**config.mk**
```make
export PLATFORM = sky130hd
export DESIGN_NAME = regfile_write_port
export DESIGN_NICKNAME = d
export VERILOG_FILES = /design/src/rtl/regfile_write_port.sv
export SDC_FILE = /design/constraint.sdc
export NUM_CORES = 2
export LEC_CHECK = 0
export CORE_MARGIN = 2
export CORE_UTILIZATION = 25
export CTS_BUF_LIST = sky130_fd_sc_hd__clkbuf_16
export DETAILED_ROUTE_END_ITERATION = 8
export SYNTH_ARGS = -nofsm -noshare
export SYNTH_HDL_FRONTEND = slang
export SYNTH_SLANG_ARGS = --single-unit
```
**constraint.sdc**
```tcl
create_clock -name clk -period 19.35 [get_ports clk]
set_input_delay 2.9025 -clock clk [delete_from_list [all_inputs] [get_ports clk]]
set_output_delay 2.9025 -clock clk [all_outputs]
set_load 0.02 [all_outputs]
```
**src/rtl/regfile_write_port.sv**
```systemverilog
// ---------------------------------------------------------------------------
// regfile_write_port
//
// Write side of a 32-entry, 64-bit register file with an architectural zero
// register at index 31 (XZR). Entries 0..30 hold real storage; index 31 has
// none, so writes to it are dropped and it always reads back as zero.
// Alongside the storage the block tracks which entries have been written
// since reset and how many writes have been accepted.
//
// Ports
//   clk           : rising-edge clock for all state
//   reset         : synchronous, active-low reset (sampled at clk rising edge)
//   RegWrite      : write strobe, sampled at the clk rising edge
//   WriteRegister : destination index 0..31 (31 = XZR, writes discarded)
//   WriteData     : 64-bit value to store
//   ReadRegister  : readback index 0..31
//   ReadData      : combinational readback of stored state (no bypass)
//   written       : bit i set once entry i has taken a write since reset
//   wr_count      : accepted writes since reset, saturating at 16'hFFFF
// ---------------------------------------------------------------------------
module regfile_write_port (
  input  logic        clk,
  input  logic        reset,
  input  logic        RegWrite,
  input  logic [4:0]  WriteRegister,
  input  logic [63:0] WriteData,
  input  logic [4:0]  ReadRegister,
  output logic [63:0] ReadData,
  output logic [31:0] written,
  output logic [15:0] wr_count
);

  // Storage exists only for entries 0..30.
  logic [63:0] regs [0:30];

  logic [31:0] write_enable;
  logic        write_accept;

  // 5:32 one-hot decode of the destination, gated by the strobe. Bit 31 is
  // forced low so the zero register never sees an enable; that one line is
  // what makes XZR writes disappear from storage, written and wr_count alike.
  always_comb begin
    write_enable = '0;
    if (RegWrite) begin
      write_enable[WriteRegister] = 1'b1;
    end
    write_enable[31] = 1'b0;
  end

  assign write_accept = |write_enable;

  // Register storage. Reset is checked first so a write landing on the same
  // edge as reset is lost.
  always_ff @(posedge clk) begin
    if (!reset) begin
      for (int i = 0; i < 31; i++) begin
        regs[i] <= '0;
      end
    end else begin
      for (int i = 0; i < 31; i++) begin
        if (write_enable[i]) begin
          regs[i] <= WriteData;
        end
      end
    end
  end

  // Sticky per-entry written flags; bit 31 stays clear because its enable
  // can never be high.
  always_ff @(posedge clk) begin
    if (!reset) begin
      written <= '0;
    end else begin
      written <= written | write_enable;
    end
  end

  // Accepted-write counter, held at all-ones once it gets there.
  always_ff @(posedge clk) begin
    if (!reset) begin
      wr_count <= '0;
    end else if (write_accept && (wr_count != 16'hFFFF)) begin
      wr_count <= wr_count + 16'd1;
    end
  end

  // Read mux over stored state only. Index 31 matches no entry and falls
  // through to the zero default, which is the XZR readback.
  always_comb begin
    ReadData = '0;
    for (int i = 0; i < 31; i++) begin
      if (ReadRegister == i[4:0]) begin
        ReadData = regs[i];
      end
    end
  end

endmodule

```
==> flow_summary.html <==
<table>
<tr><th>Metric</th><th>Value</th></tr>
<tr><th colspan="2">Synthesis</th></tr>
<tr><td>Synthesized net count</td><td>6477</td></tr>
<tr><td>Synthesis warning total</td><td>0</td></tr>
<tr><td>Number of distinct standard cells referenced by the synthesized netlist</td><td>90</td></tr>
<tr><td>Count of state elements after synthesis</td><td>2031</td></tr>
<tr><td>Top flip-flop cell by instance count after synthesis</td><td>sky130_fd_sc_hd__edfxtp_1</td></tr>
<tr><td>Number of flops mapped to enable cells by yosys</td><td>1984</td></tr>
<tr><td>Fraction of registers with async set/reset</td><td>0%</td></tr>
<tr><td>Synthesized instance count</td><td>6399</td></tr>
<tr><td>Avg Synthesized Cell Area</td><td>13.0 µm²</td></tr>
<tr><td>Share of the yosys chip area belonging to registers</td><td>72.9%</td></tr>
<tr><td>Mapped cell area</td><td>83100 µm²</td></tr>
<tr><th colspan="2">Pwr</th></tr>
<tr><td>Leak pwr</td><td>31.4 nW</td></tr>
<tr><td>Overall power</td><td>9.89 mW</td></tr>
<tr><td>Areal power density over the cells</td><td>102 nW/µm²</td></tr>
<tr><td>Largest vdd supply drop</td><td>99.5 µV</td></tr>
<tr><th colspan="2">Detailed routing</th></tr>
<tr><td>Routed vias</td><td>59071</td></tr>
<tr><td>Average vias per placed instance</td><td>5.36</td></tr>
<tr><td>Count of antenna-violating nets left after detailed routing</td><td>0</td></tr>
<tr><td>Violation count after the first detailed-route iteration</td><td>9927</td></tr>
<tr><td>Total wirelength of the detailed-routed design</td><td>310000 µm</td></tr>
<tr><td>Post-route DRC violation count</td><td>1</td></tr>
<tr><td>Average detailed-routed wire length per instance</td><td>28.1 µm</td></tr>
<tr><td>First-pass DRT Iterations</td><td>9</td></tr>
<tr><th colspan="2">Layout</th></tr>
<tr><td>Signed area change from the synthesized netlist to the final layout</td><td>16.7%</td></tr>
<tr><td>Leading cell types in the layout, fill and taps excluded</td><td>sky130_fd_sc_hd__edfxtp_1, sky130_fd_sc_hd__nor2_1, sky130_fd_sc_hd__a21oi_1</td></tr>
<tr><td># nets final</td><td>6571</td></tr>
<tr><td>Leading cell type in the layout, fill and taps excluded</td><td>sky130_fd_sc_hd__edfxtp_1</td></tr>
<tr><td>Fraction of final layout cells sized beyond drive strength 1</td><td>9.94%</td></tr>
<tr><th colspan="2">Setup path</th></tr>
<tr><td>CP arrival</td><td>8.51 ns</td></tr>
<tr><td>Capturing element type of the critical path</td><td>primary output</td></tr>
<tr><td>Max FO, Critical Path</td><td>65</td></tr>
<tr><td>Critical Path Start Type</td><td>input pin</td></tr>
<tr><td>Critical path required time</td><td>16.45 ns</td></tr>
<tr><td>Kind of critical path</td><td>in -&gt; out</td></tr>
<tr><th colspan="2">Run</th></tr>
<tr><td>Count of max-cap constraint violations</td><td>1</td></tr>
<tr><th colspan="2">Die</th></tr>
<tr><td>Die span in y</td><td>580 µm</td></tr>
<tr><td>Area of the core</td><td>331000 µm²</td></tr>
<tr><td>Top-Level Pins</td><td>189</td></tr>
<tr><td>Floorplan die width</td><td>580 µm</td></tr>
<tr><td>Standard-cell row count</td><td>211</td></tr>
<tr><td>Die area</td><td>337000 µm²</td></tr>
<tr><td>Starting utilization of the core area</td><td>25.1%</td></tr>
<tr><th colspan="2">Global route</th></tr>
<tr><td>Wire length of the first global-routing pass</td><td>431000 µm</td></tr>
<tr><td>Number of global-route vias before repair</td><td>55874</td></tr>
<tr><td>GRT Residual Overflow</td><td>0</td></tr>
<tr><td>Pin count of the biggest net entering global routing</td><td>66</td></tr>
<tr><td>Number of antenna violations at the first check in global routing</td><td>44</td></tr>
<tr><td>Total global routing track utilization</td><td>17.6%</td></tr>
<tr><th colspan="2">Timing</th></tr>
<tr><td>Slew Viols, Final</td><td>2</td></tr>
<tr><td>Setup repair after global routing missed its margin</td><td>false</td></tr>
<tr><td>Final critical-path required period</td><td>11.41 ns</td></tr>
<tr><td>Fraction of the cycle the final worst path needs</td><td>59.0%</td></tr>
<tr><td>Peak clock frequency supported by timing</td><td>87.6 MHz</td></tr>
<tr><td>Worst slew pin tran</td><td>1.59 ns</td></tr>
<tr><td>Worst clock skew</td><td>0.00963 ns</td></tr>
<tr><td>Final Hold Fails</td><td>0</td></tr>
<tr><td>Slew HR</td><td>-8.52%</td></tr>
<tr><td>Total setup violations reported at the end of the flow</td><td>0</td></tr>
<tr><td>Final-layout setup total negative slack</td><td>0 ns</td></tr>
<tr><th colspan="2">Clock network</th></tr>
<tr><td>Number of cells upsized or downsized after cts</td><td>0</td></tr>
<tr><td>Hold bufs inserted after CTS</td><td>0</td></tr>
<tr><td>Clock root buffer</td><td>sky130_fd_sc_hd__clkbuf_16</td></tr>
<tr><td>Clock Pin Slew Worst Setup and Hold Paths</td><td>0.05 ns</td></tr>
<tr><td>H-tree depth</td><td>4</td></tr>
<tr><td>Longest Clk Path Bufs</td><td>3</td></tr>
<tr><td>Clock latency at the later pin of the worst-skew pair</td><td>0.87 ns</td></tr>
<tr><td>CTS Buf Count</td><td>205</td></tr>
<tr><td>TritonCTS clock tree</td><td>built</td></tr>
<tr><td>Number of buffers inserted to repair setup after CTS</td><td>0</td></tr>
<tr><td>CTS sink cnt</td><td>2031</td></tr>
<tr><th colspan="2">Placed design</th></tr>
<tr><td>Final weighted congestion in routability-driven placement</td><td>0.933</td></tr>
<tr><td>Count of input and output buffers</td><td>187</td></tr>
<tr><td>Estimated wirelength of the detail-placed design</td><td>191000 µm</td></tr>
<tr><th colspan="2">Outcome</th></tr>
<tr><td>Result of the run</td><td>finished, violations left</td></tr>
<tr><td>Violations in the final reports</td><td>design-rule violations, max-capacitance violations, max-slew violations</td></tr>
<tr><th colspan="2">Hold path</th></tr>
<tr><td>Hold Crit Class</td><td>reg -&gt; reg</td></tr>
</table>
[path summary, 6_finish.rpt]
kind | from | slack [ns] | end | depth (start not counted)
setup / recovery | ReadRegister[0] | 7.94 | ReadData[47] | 12
hold / removal | written[10]$_SDFF_PN0_ | 0.45 | written[10]$_SDFF_PN0_ | 2
setup reg to reg | wr_count[2]$_SDFFE_PN0P_ | 16.94 | wr_count[5]$_SDFFE_PN0P_ | 7
hold reg to reg | written[10]$_SDFF_PN0_ | 0.45 | written[10]$_SDFF_PN0_ | 2
[flip-flops by register name, indices dropped and copies added, names as in the netlist]
signal    count
written      31
regs       1984
wr_count     16
[worst max-delay path: stages]
cell,delay [ns]
sky130_fd_sc_hd__clkbuf_8,0.50
sky130_fd_sc_hd__buf_4,0.56
sky130_fd_sc_hd__nand2b_1,0.75
sky130_fd_sc_hd__buf_4,0.42
sky130_fd_sc_hd__nor2_1,0.08
sky130_fd_sc_hd__buf_4,0.21
sky130_fd_sc_hd__a222oi_1,0.34
sky130_fd_sc_hd__nor2_1,0.11
sky130_fd_sc_hd__a2111oi_1,1.06
sky130_fd_sc_hd__o21ai_0,0.51
sky130_fd_sc_hd__a21o_1,0.29
sky130_fd_sc_hd__clkdlybuf4s50_1,0.62
[where the power goes]
group / internal [mW] / total, mW / switching, mW
Sequential: 5.14 / 5.22 / 0.0858
Clock: 2.11 / 3.86 / 1.75
Combinational: 0.199 / 0.813 / 0.613
Total: 7.44 / 9.89 / 2.45
[routing by layer]
layer	vias to the layer above	GRT usage, %	share of wire, %
met5	-	0	0.12
met4	54	6.19	3.8
met3	715	5.79	14
met2	4360	26.6	43
met1	29641	23.6	39
li1	24301	-	-
[metrics by stage]
step	instances	area, µm²	hold WS (ns)	worst slack [ns]	utilization (%)
after global placement	10650	90400	0.436	7.95	27.4
after detailed placement	10651	90400	0.446	8.18	27.4
after global routing	11027	96900	0.476	7.96	29.3
after floorplan	6399	83100	0.522	10.67	-
after CTS	11025	96900	0.459	8.19	29.3
final	11029	96900	0.449	7.94	29.3
[cells in the mapped netlist, types with 23 or more instances]
cell type / number / area share, %
sky130_fd_sc_hd__o22a_1: 29 / 0.31
sky130_fd_sc_hd__a221oi_1: 62 / 0.65
sky130_fd_sc_hd__inv_1: 75 / 0.34
sky130_fd_sc_hd__buf_4: 23 / 0.21
sky130_fd_sc_hd__nor2_1: 1450 / 6.6
sky130_fd_sc_hd__a211oi_1: 31 / 0.28
sky130_fd_sc_hd__a22o_1: 42 / 0.44
sky130_fd_sc_hd__and3_1: 41 / 0.31
sky130_fd_sc_hd__buf_2: 113 / 0.68
sky130_fd_sc_hd__a2111oi_0: 39 / 0.41
sky130_fd_sc_hd__a22oi_1: 171 / 1.5
sky130_fd_sc_hd__o22ai_1: 258 / 1.9
sky130_fd_sc_hd__mux2_2: 37 / 0.50
sky130_fd_sc_hd__edfxtp_1: 1984 / 72
sky130_fd_sc_hd__clkbuf_1: 285 / 1.3
sky130_fd_sc_hd__a21oi_1: 285 / 1.7
sky130_fd_sc_hd__or3_1: 31 / 0.23
sky130_fd_sc_hd__nor2b_1: 31 / 0.23
sky130_fd_sc_hd__nand4_1: 32 / 0.24
sky130_fd_sc_hd__o221ai_1: 75 / 0.79
sky130_fd_sc_hd__nor4_1: 30 / 0.23
sky130_fd_sc_hd__o21ai_0: 265 / 1.6
sky130_fd_sc_hd__nor3_1: 50 / 0.30
sky130_fd_sc_hd__nand3_1: 183 / 1.1
sky130_fd_sc_hd__a222oi_1: 46 / 0.55
sky130_fd_sc_hd__dfxtp_1: 47 / 1.1
sky130_fd_sc_hd__buf_1: 95 / 0.43
sky130_fd_sc_hd__nand2_1: 295 / 1.3
[cells by family (layout without fill, tap and decap cells)]
family	after synthesis	in the layout	synth area share, %
compound gates	1475	1475	11.9
other cells	1	4	0.00451
simple gates	2223	2223	11.3
fa+ha+maj	1	1	0.0151
flops	2031	2031	72.9
xor+xnor	14	14	0.148
mux	56	56	0.731
buf+inv	598	859	3.02
[cell type report]
| cell class | instances | area (µm²) |
|---|---|---|
| Multi-Input combinational cell | 3770 | 20600 |
| Fill cell | 33194 | 234000 |
| Sequential cell | 2031 | 60500 |
| Clock inverter | 169 | 1370 |
| Antenna cell | 3 | 7.51 |
| Tap cell | 4366 | 5460 |
| Timing Repair Buffer | 408 | 3520 |
| Inverter | 77 | 289 |
| Clock buffer | 205 | 5130 |
Power figures use the tool's default switching activity.
